===== src/rtl/io_port_pkg.sv =====
// io_port_pkg: shared constants, types and width helpers for the host-port
// receiver (io_port_rx) and its word FIFO (io_port_fifo).
//
// Contents:
//   BYTE_W        width of one link byte (8)
//   asm_state_t   assembler state: ST_EMPTY (no bytes held), ST_FILLING
//   entry_tag_t   per-entry tag (partial flag), only with IO_PORT_RX_TIMEOUT_EN
//   TAG_W         number of tag bits stored alongside each FIFO word
//   idx_width()   width of the byte index for a given word size
//   level_width() width of the FIFO occupancy count for a given depth
//   entry_width() total FIFO entry width (data plus optional tag)
//
// Optional feature macro: IO_PORT_RX_TIMEOUT_EN adds the partial tag bit.
package io_port_pkg;

  localparam int BYTE_W = 8;

`ifdef IO_PORT_RX_TIMEOUT_EN
  typedef struct packed {
    logic partial;
  } entry_tag_t;
  localparam int TAG_W = $bits(entry_tag_t);
`else
  localparam int TAG_W = 0;
`endif

  typedef enum logic {
    ST_EMPTY,
    ST_FILLING
  } asm_state_t;

  // A single-byte word still needs a 1-bit index register.
  function automatic int idx_width(input int width_bytes);
    return (width_bytes > 1) ? $clog2(width_bytes) : 1;
  endfunction

  // One extra bit so that a completely full FIFO (level == depth) fits.
  function automatic int level_width(input int depth);
    return $clog2(depth) + 1;
  endfunction

  function automatic int entry_width(input int width_bytes);
    return width_bytes * BYTE_W + TAG_W;
  endfunction

endpackage


===== src/rtl/io_port_fifo.sv =====
// io_port_fifo: synchronous circular-buffer FIFO.
//
// Parameters:
//   ENTRY_W   width of one stored entry
//   DEPTH     number of entries, power of two, at least 2
// Ports:
//   clk, rst              rising-edge clock, synchronous active-high reset
//   push, push_data       write an entry (ignored when full)
//   pop                   drop the head entry (ignored when empty)
//   pop_data              head entry, zero while empty
//   full, empty, level    occupancy status derived from the level counter
module io_port_fifo
  import io_port_pkg::*;
#(
  parameter int ENTRY_W = 33,
  parameter int DEPTH   = 8
) (
  input  logic                          clk,
  input  logic                          rst,
  input  logic                          push,
  input  logic [ENTRY_W-1:0]            push_data,
  input  logic                          pop,
  output logic [ENTRY_W-1:0]            pop_data,
  output logic                          full,
  output logic                          empty,
  output logic [level_width(DEPTH)-1:0] level
);

  localparam int PTR_W = $clog2(DEPTH);
  localparam int LVL_W = level_width(DEPTH);

  logic [ENTRY_W-1:0] mem [DEPTH];
  logic [PTR_W-1:0]   wr_ptr;
  logic [PTR_W-1:0]   rd_ptr;
  logic               do_push;
  logic               do_pop;

  // Pointers alone cannot tell full from empty, so both come from level.
  assign full    = (level == LVL_W'(DEPTH));
  assign empty   = (level == '0);
  assign do_push = push && !full && !rst;
  assign do_pop  = pop && !empty;

  // Storage has no reset; stale entries are never visible because the
  // head is masked while the FIFO is empty.
  always_ff @(posedge clk) begin
    if (do_push) begin
      mem[wr_ptr] <= push_data;
    end
  end

  // Pointers wrap naturally because DEPTH is a power of two.
  always_ff @(posedge clk) begin
    if (rst) begin
      wr_ptr <= '0;
      rd_ptr <= '0;
      level  <= '0;
    end else begin
      if (do_push) begin
        wr_ptr <= wr_ptr + PTR_W'(1);
      end
      if (do_pop) begin
        rd_ptr <= rd_ptr + PTR_W'(1);
      end
      if (do_push && !do_pop) begin
        level <= level + LVL_W'(1);
      end else if (do_pop && !do_push) begin
        level <= level - LVL_W'(1);
      end
    end
  end

  assign pop_data = empty ? '0 : mem[rd_ptr];

endmodule


===== src/rtl/io_port_rx.sv =====
// io_port_rx: host-port receiver. Packs a valid/ready byte stream into
// WIDTH_BYTES-byte words and buffers them in a DEPTH-entry FIFO that drains
// on a valid/ready handshake.
//
// Parameters:
//   WIDTH_BYTES     bytes per word (>= 1)
//   DEPTH           FIFO depth in words (power of two, >= 2)
//   BIG_ENDIAN      1: first byte lands in the top lane; 0: in bits [7:0]
//   TIMEOUT_CYCLES  idle cycles before a partial word is flushed out
// Ports:
//   clk, rst                        clock, synchronous active-high reset
//   in_data, in_valid, in_ready     byte input handshake
//   flush                           drop the partially assembled word
//   out_data, out_valid, out_ready  word output handshake (FIFO head)
//   out_partial                     head word was timeout-padded
//   level                           FIFO occupancy in words
//
// Optional feature macro: IO_PORT_RX_TIMEOUT_EN enables the idle timeout,
// the per-entry partial tag and the out_partial port.
module io_port_rx
  import io_port_pkg::*;
#(
  parameter int WIDTH_BYTES    = 4,
  parameter int DEPTH          = 8,
  parameter int BIG_ENDIAN     = 1,
  parameter int TIMEOUT_CYCLES = 1024
) (
  input  logic                              clk,
  input  logic                              rst,
  input  logic [BYTE_W-1:0]                 in_data,
  input  logic                              in_valid,
  output logic                              in_ready,
  input  logic                              flush,
  output logic [WIDTH_BYTES*BYTE_W-1:0]     out_data,
  output logic                              out_valid,
  input  logic                              out_ready,
`ifdef IO_PORT_RX_TIMEOUT_EN
  output logic                              out_partial,
`endif
  output logic [level_width(DEPTH)-1:0]     level
);

  localparam int WORD_W  = WIDTH_BYTES * BYTE_W;
  localparam int IDX_W   = idx_width(WIDTH_BYTES);
  localparam int ENTRY_W = entry_width(WIDTH_BYTES);
  localparam logic [IDX_W-1:0] LAST_IDX = IDX_W'(WIDTH_BYTES - 1);

  // Reject illegal configurations at elaboration time.
  if (WIDTH_BYTES < 1) begin : g_bad_width
    $error("io_port_rx: WIDTH_BYTES must be at least 1");
  end
  if (DEPTH < 2 || (DEPTH & (DEPTH - 1)) != 0) begin : g_bad_depth
    $error("io_port_rx: DEPTH must be a power of two, at least 2");
  end
  if (TIMEOUT_CYCLES < 1) begin : g_bad_timeout
    $error("io_port_rx: TIMEOUT_CYCLES must be at least 1");
  end

  asm_state_t         state;
  logic [IDX_W-1:0]   idx;
  logic [WORD_W-1:0]  word_q;
  logic [WORD_W-1:0]  word_with_byte;
  logic [IDX_W-1:0]   lane;
  logic               accept;
  logic               push_word;
  logic               fifo_push;
  logic               fifo_pop;
  logic               fifo_full;
  logic               fifo_empty;
  logic [ENTRY_W-1:0] push_entry;
  logic [ENTRY_W-1:0] head_entry;

  // A completing byte is refused only when its word has nowhere to go;
  // out_ready is deliberately left out so no combinational path exists.
  assign in_ready  = (idx != LAST_IDX) || !fifo_full;
  assign accept    = in_valid && in_ready;
  assign push_word = accept && (idx == LAST_IDX) && !flush;
  assign fifo_pop  = out_ready && !fifo_empty;
  assign out_valid = !fifo_empty;

  // Merge the incoming byte into its lane; lane order follows BIG_ENDIAN.
  // An EMPTY assembler always starts from a clean word.
  always_comb begin
    lane           = (BIG_ENDIAN != 0) ? (LAST_IDX - idx) : idx;
    word_with_byte = (state == ST_EMPTY) ? '0 : word_q;
    word_with_byte[lane*BYTE_W +: BYTE_W] = in_data;
  end

`ifdef IO_PORT_RX_TIMEOUT_EN
  localparam int CNT_W = $clog2(TIMEOUT_CYCLES + 1);

  logic [CNT_W-1:0] idle_cnt;
  logic             timeout_fire;
  entry_tag_t       push_tag;
  entry_tag_t       head_tag;

  // A real byte or a flush always wins over the timeout; a full FIFO
  // simply postpones it.
  assign timeout_fire = (state == ST_FILLING) && (idle_cnt == CNT_W'(TIMEOUT_CYCLES))
                        && !fifo_full && !accept && !flush;

  // Idle counter saturates at TIMEOUT_CYCLES and only runs mid-word.
  always_ff @(posedge clk) begin
    if (rst || flush || accept || timeout_fire || state == ST_EMPTY) begin
      idle_cnt <= '0;
    end else if (idle_cnt != CNT_W'(TIMEOUT_CYCLES)) begin
      idle_cnt <= idle_cnt + CNT_W'(1);
    end
  end

  // Padded lanes are already zero in word_q, so it is pushed as-is.
  always_comb begin
    push_tag.partial = timeout_fire;
  end
  assign fifo_push   = push_word || timeout_fire;
  assign push_entry  = timeout_fire ? {word_q, push_tag} : {word_with_byte, push_tag};
  assign out_data    = head_entry[ENTRY_W-1:TAG_W];
  assign head_tag    = head_entry[TAG_W-1:0];
  assign out_partial = head_tag.partial;
`else
  assign fifo_push  = push_word;
  assign push_entry = word_with_byte;
  assign out_data   = head_entry;
`endif

  // Assembler FSM: flush beats a same-cycle byte, and a pushed word leaves
  // the word register cleared so unused lanes start at zero.
  always_ff @(posedge clk) begin
    if (rst || flush) begin
      state  <= ST_EMPTY;
      idx    <= '0;
      word_q <= '0;
    end else if (accept) begin
      if (idx == LAST_IDX) begin
        state  <= ST_EMPTY;
        idx    <= '0;
        word_q <= '0;
      end else begin
        state  <= ST_FILLING;
        idx    <= idx + IDX_W'(1);
        word_q <= word_with_byte;
      end
`ifdef IO_PORT_RX_TIMEOUT_EN
    end else if (timeout_fire) begin
      state  <= ST_EMPTY;
      idx    <= '0;
      word_q <= '0;
`endif
    end
  end

  io_port_fifo #(
    .ENTRY_W (ENTRY_W),
    .DEPTH   (DEPTH)
  ) u_fifo (
    .clk       (clk),
    .rst       (rst),
    .push      (fifo_push),
    .push_data (push_entry),
    .pop       (fifo_pop),
    .pop_data  (head_entry),
    .full      (fifo_full),
    .empty     (fifo_empty),
    .level     (level)
  );

endmodule


===== config.mk =====
export PLATFORM = sky130hd
export DESIGN_NAME = io_port_rx
export DESIGN_NICKNAME = d
export VERILOG_FILES = /design/src/rtl/io_port_pkg.sv /design/src/rtl/io_port_fifo.sv /design/src/rtl/io_port_rx.sv
export SDC_FILE = /design/constraint.sdc
export NUM_CORES = 1
export LEC_CHECK = 0
export BUFFER_PORTS_ARGS = -buffer_cell sky130_fd_sc_hd__buf_2
export CAP_MARGIN = 20
export CORE_MARGIN = 2
export CORE_UTILIZATION = 60
export CTS_BUF_LIST = sky130_fd_sc_hd__clkbuf_4 sky130_fd_sc_hd__clkbuf_8
export DETAILED_ROUTE_END_ITERATION = 7
export GPL_TIMING_DRIVEN = 0
export PLACE_DENSITY = 0.78
export SYNTH_ARGS = -nofsm -noshare
export SYNTH_HDL_FRONTEND = slang
export SYNTH_SLANG_ARGS = --single-unit

===== constraint.sdc =====
create_clock -name clk -period 5.5 [get_ports clk]
set_clock_uncertainty 0.05 [all_clocks]
set_input_delay 1.1 -clock clk [delete_from_list [all_inputs] [get_ports clk]]
set_output_delay 1.1 -clock clk [all_outputs]
set_load 0.03 [all_outputs]

* After elaboration in Yosys (flattened, before gate mapping) *
Memory sizes are Yosys's and may differ from the RTL's. A register that Yosys moved wholly into a read port is not among the register bits.
Index checks and enable logic that the tools add are counted.

storage, ports and cells
  bits in registers = 45
  RAM bits = 256
  output and inout bits = 38
  memories = 1

memory list
  memory      depth  bits a word  read ports  clocked after Yosys merged registers in  wr ports  line                text
  u_fifo.mem  8      32           1           1                                        1         io_port_fifo.sv:32  logic [ENTRY_W-1:0] mem [DEPTH];

cells by class
  add/sub/neg operators = 7
  equal/unequal tests = 3
  shift-type cells = 2
  muxes and demuxes = 12
  reductions and logical operators = 19

operators by type and width
  kind                                                                     number
  32-bit 2-to-1 mux                                                        3
  5-bit negation with 34-bit output                                        1
  8-bit by 34-bit variable shift with 32-bit output, first input constant  1
  8-bit by 34-bit indexed part select with 32-bit output                   1
  32-bit bitwise mux                                                       1
  1-bit logical AND                                                        9
  4-bit 2-to-1 mux                                                         2
  3-bit by 1-bit adder with 3-bit output, second input constant            2
  1-bit zero test                                                          6
  3-bit 2-to-1 mux                                                         2
  4-bit by 1-bit adder with 4-bit output, second input constant            1
  4-bit == test, second input constant                                     1
  4-bit zero test                                                          1
  4-bit by 1-bit subtractor with 4-bit output, second input constant       1
  1-bit 2-to-1 mux                                                         3
  2-bit by 1-bit adder with 2-bit output, second input constant            1
  2-bit == test, second input constant                                     1
  1-bit logical OR                                                         2
  2-bit 2-to-1 mux                                                         1
  2-bit inequality test, second input constant                             1
  2-bit nonzero test                                                       1
  2-bit subtractor, first input constant                                   1

* Depth between registers and ports, before layout *
  depth after elaboration = 12
  mapped depth = 11
  depth with buffers taken out = 10

* By module *
From an unflattened synthesis, not the netlist that was laid out.

unflattened totals
  cells, all modules = 649
  area total of the unflattened synthesis = 12249.2 sq um

by module, submodules not included
  module        instances  cells an instance  area each (sq um)  sequential area each (sq um)
  io_port_fifo  1          478                10432.5            7947.6
  io_port_rx    1          171                1816.7             700.7

* Worst setup path after synthesis *
OpenSTA, ideal clock, no wires.

  path kind = input-to-reg
  from = input flush
  to = memory u_fifo.mem[0][0] (netlist name), enable pin
  setup time = 0.461 ns
  arrival = 4.138 ns
  setup slack = 0.851 ns
  stages = 5
  buffers on the path = 1
  cells stage by stage = or2_2 > buf_6 > nor3_1 > nand2b_1 > nor3_1

between the ends
  longest elaborated chain between the ends = 6

ends and longest elaborated chain
  element                                 line                text
  start, declared                         io_port_rx.sv:33    input logic flush,
  1-bit zero test                         io_port_rx.sv:77    assign push_word = accept && (idx == LAST_IDX) && !flush;
  1-bit logical AND                       io_port_rx.sv:77
  1-bit logical AND (2 in a row)          io_port_fifo.sv:41  assign do_push = push && !full && !rst;
  via u_fifo.do_push                      io_port_fifo.sv:35  logic do_push;
  1-bit 2-to-1 mux                        io_port_fifo.sv:47  if (do_push) begin
  1-bit 2-to-1 mux (not written as such)  io_port_fifo.sv:48  mem[wr_ptr] <= push_data;
  end, declared                           io_port_fifo.sv:32

The timed path passes the listed nets, and every way through them passes these cells.

* Worst setup path in the final report *
  from = register u_fifo.level[0]
  to = output out_data[23]

between the ends
  longest elaborated chain between the ends = 2

ends and longest elaborated chain
  element                 line                text
  start, declared         io_port_fifo.sv:26  output logic [level_width(DEPTH)-1:0] level
  start signal, assigned  io_port_fifo.sv:66  level <= level + LVL_W'(1);
  start signal, assigned  io_port_fifo.sv:68  level <= level - LVL_W'(1);
  4-bit zero test         io_port_fifo.sv:40  assign empty = (level == '0);
  32-bit 2-to-1 mux       io_port_fifo.sv:73  assign pop_data = empty ? '0 : mem[rd_ptr];
  end, declared           io_port_rx.sv:34    output logic [WIDTH_BYTES*BYTE_W-1:0] out_data,

Every way passes these cells.

==> results.sh <==
export IMPL_outcome="finished, final reports clean"
export IMPL_syn_area_mm2=0.01193
export IMPL_crit_buf_inv=2
export IMPL_leakagePower_nw=4.368
export IMPL_cp_required_ns=4.35
export IMPL_p_total_mw=5.840
export IMPL_p_int_mw=4.004
export IMPL_cp_cell_sequence="nor4_2 -> clkbuf_1 -> nor2_1 -> buf_2"
export IMPL_wirelength_mm=24.09
export IMPL_dp_hpwl_mm=15.67
export IMPL_p_clk_share_pct=31.2
export IMPL_grt_use_total_pct=23.78
export IMPL_finalCritPeriodShare_pct=72.58
export IMPL_ir_worst_vdd_uv=379.8
export IMPL_antenna_found_initial=0
export IMPL_crit_type="reg -> out"
export IMPL_drive_gt1_share_pct=29.76
export IMPL_n_antenna_cell=0
export IMPL_cts_made_buffers=46
export IMPL_crit_fanout=10
export IMPL_worst_slack_ns=1.508
export IMPL_fin_util_pct=70.41
export IMPL_drt_iter0_markers=637
export IMPL_antenna_left=0
export IMPL_num_vias=6368
export IMPL_hold_class="reg -> reg"
export IMPL_async_flop_share_pct=0
export IMPL_synth_edf_count=256
export IMPL_chipHeight_um=145.0
export IMPL_clkSinkCount=304
export IMPL_htree_levels=2
export IMPL_synth_area_leaders="edfxtp_1 (64%), mux4_2 (12%), dfxtp_1 (8.1%)"
export IMPL_switchingPower_mw=1.836
export IMPL_slowest_stage="nor4_2"
export IMPL_worst_slew_pin_slew_ns=1.133
export IMPL_drc_errors=0
export IMPL_synth_top_area_share_pct=64.46
export IMPL_setup_violations=0
export IMPL_gp_congestion=0.8901
export IMPL_synth_most_common_cell="edfxtp_1"
export IMPL_power_density_mw_per_mm2=426.2
export IMPL_place_ws_ns=1.490
export IMPL_pwr_share_seq_pct=43.5
export IMPL_finalMaxSlewViolations=0
export IMPL_std_cell_rows=51
export IMPL_synth_ff_type="edfxtp_1"
export IMPL_cts_root_buf="clkbuf_8"
export IMPL_final_area_mm2=0.01370
export IMPL_slowest_delay_ns=1.01
export IMPL_postCtsResizedCells=0
export IMPL_area_growth_syn_to_layout_pct=14.92
export IMPL_die_w_um=145.0
export IMPL_io_pins=51
export IMPL_syn_instance_count=636
export IMPL_first_pass_iters=5
export IMPL_rsz0062_at_grt="false"
export IMPL_synth_distinct_cells=39
export IMPL_place_area_mm2=0.01278
export IMPL_grt_max_degree=23
export IMPL_nets=770
export IMPL_yosysSeqAreaShare_pct=72.52
export IMPL_finalCriticalPeriod_ns=3.992
export IMPL_setup_tns_ns=0
export IMPL_cts_hold_buffers=0
export IMPL_slew_headroom_pct=23.86
export IMPL_clk_latency_ns=0.54
export IMPL_grt_overflow=0
export IMPL_synth_fp_nets=659
export IMPL_cp_start_kind="flop"
export IMPL_synth_common_cells="edfxtp_1 (256), mux4_2 (64), nor2_1 (57)"
export IMPL_fmax_mhz=250.5
export IMPL_combinationalPowerShare_pct=25.3
export IMPL_synth_top_area_cell="edfxtp_1"
export IMPL_grt_pass1_vias=6655
export IMPL_swShare_pct=31.44
export IMPL_cap_violations=0
export IMPL_core_mm2=0.01946
export IMPL_die_area_mm2=0.02102
export IMPL_wl_per_cell_um=22.99
export IMPL_clkTransAtPathRegs_ns=0.06
export IMPL_critical_path_top_delay_family="simple AND/OR/NAND/NOR gates"
export IMPL_post_cts_setup_buffers=0
export IMPL_worstPathArrival_ns=2.84
export IMPL_syn_avg_cell_area_um2=18.75
export IMPL_hold_viol=0
export IMPL_cp_end_kind="output pin"
export IMPL_io_buffers=50
export IMPL_grt_pass1_wl_mm=37.84
export IMPL_clk_path_buf_depth=3
export IMPL_initial_core_util_pct=61.27
export IMPL_vias_per_cell=6.076
export IMPL_ys_seq_elements=304
export IMPL_cts_tree="done"
export IMPL_yosysWarningCount=0
[power groups by stage]
stage               Sequential, mW  Clock [mW]  Combinational, mW
detailed placement            2.59           0               1.50
global placement              2.58           0               1.47
finish                        2.54        1.82               1.48
global route                  2.54        1.95               1.59
CTS                           2.54        1.85               1.50
floorplan                     2.61           0               1.05
[kinds of logic (layout without fill, tap and decap cells)]
kind of cell	Yosys count	count (layout)	synth area share, %
buffers and inverters	38	185	1.364
AND/OR/NAND/NOR	113	113	4.931
flip-flops	304	304	72.52
XOR/XNOR	6	6	0.4407
multiplexers	99	99	15.04
AO/OA/AOI/OAI	66	66	4.596
adder cells (fa/ha/maj)	10	10	1.112
[path summary, 6_finish.rpt]
kind                                      start         endpoint  slack [ns]  cells past startpoint
worst max register to register  u_fifo.level[0]  u_fifo.level[3]        2.04                     10
worst min-delay path                  word_q[2]        word_q[2]        0.42                      1
worst min register to register        word_q[2]        word_q[2]        0.42                      1
worst max-delay path            u_fifo.level[0]     out_data[23]        1.51                      4
[routing by layer]
metal  global-route usage, %  share of wire, %  wire length (µm)  vias to the layer above
li1                        -                 -                 -                     2786
met1                   33.19                41              9793                     3260
met2                   38.52                50             12110                      270
met3                   4.182               6.6              1602                       52
met4                   8.416               2.4               590                        0
met5                       0                 0                 0                        -
[cell usage in the layout (no fill, tap or decap), drive strengths merged, types with 9 or more instances in the layout]
cell and instances:
nor3 11, clkinv 12, mux2i 34, edfxtp 256
buf 78, nand2 12, nor2 59, clkbuf 86
and2 11, mux4 64, a22o 51, ha 9
dfxtp 48
[state kept, by name, summed over array words and instances, names as in the netlist, named ones only]
signal         count
u_fifo.mem       256
word_q            32
u_fifo.level       4
u_fifo.rd_ptr      3
u_fifo.wr_ptr      3
idx                2
state              1
[cell type report]
type | instances | area, µm²
plain buffers | 33 | 143.9
clock buffers | 68 | 823.3
clock inverters | 16 | 101.3
fillers | 1196 | 5758
inverters | 5 | 18.77
multi-input cells | 294 | 3169
flip-flops and latches | 304 | 8648
well taps | 265 | 331.6
repair buffers | 63 | 467.9
[per-stage QoR]
step / cells / hold WS (ns)
floorplan: 636 / 0.3802
global placement: 951 / 0.3910
detailed placement: 964 / 0.3950
CTS: 1048 / 0.4139
global route: 1048 / 0.4292
finish: 1048 / 0.4167
No activity file was read; power rests on OpenSTA's default activity.
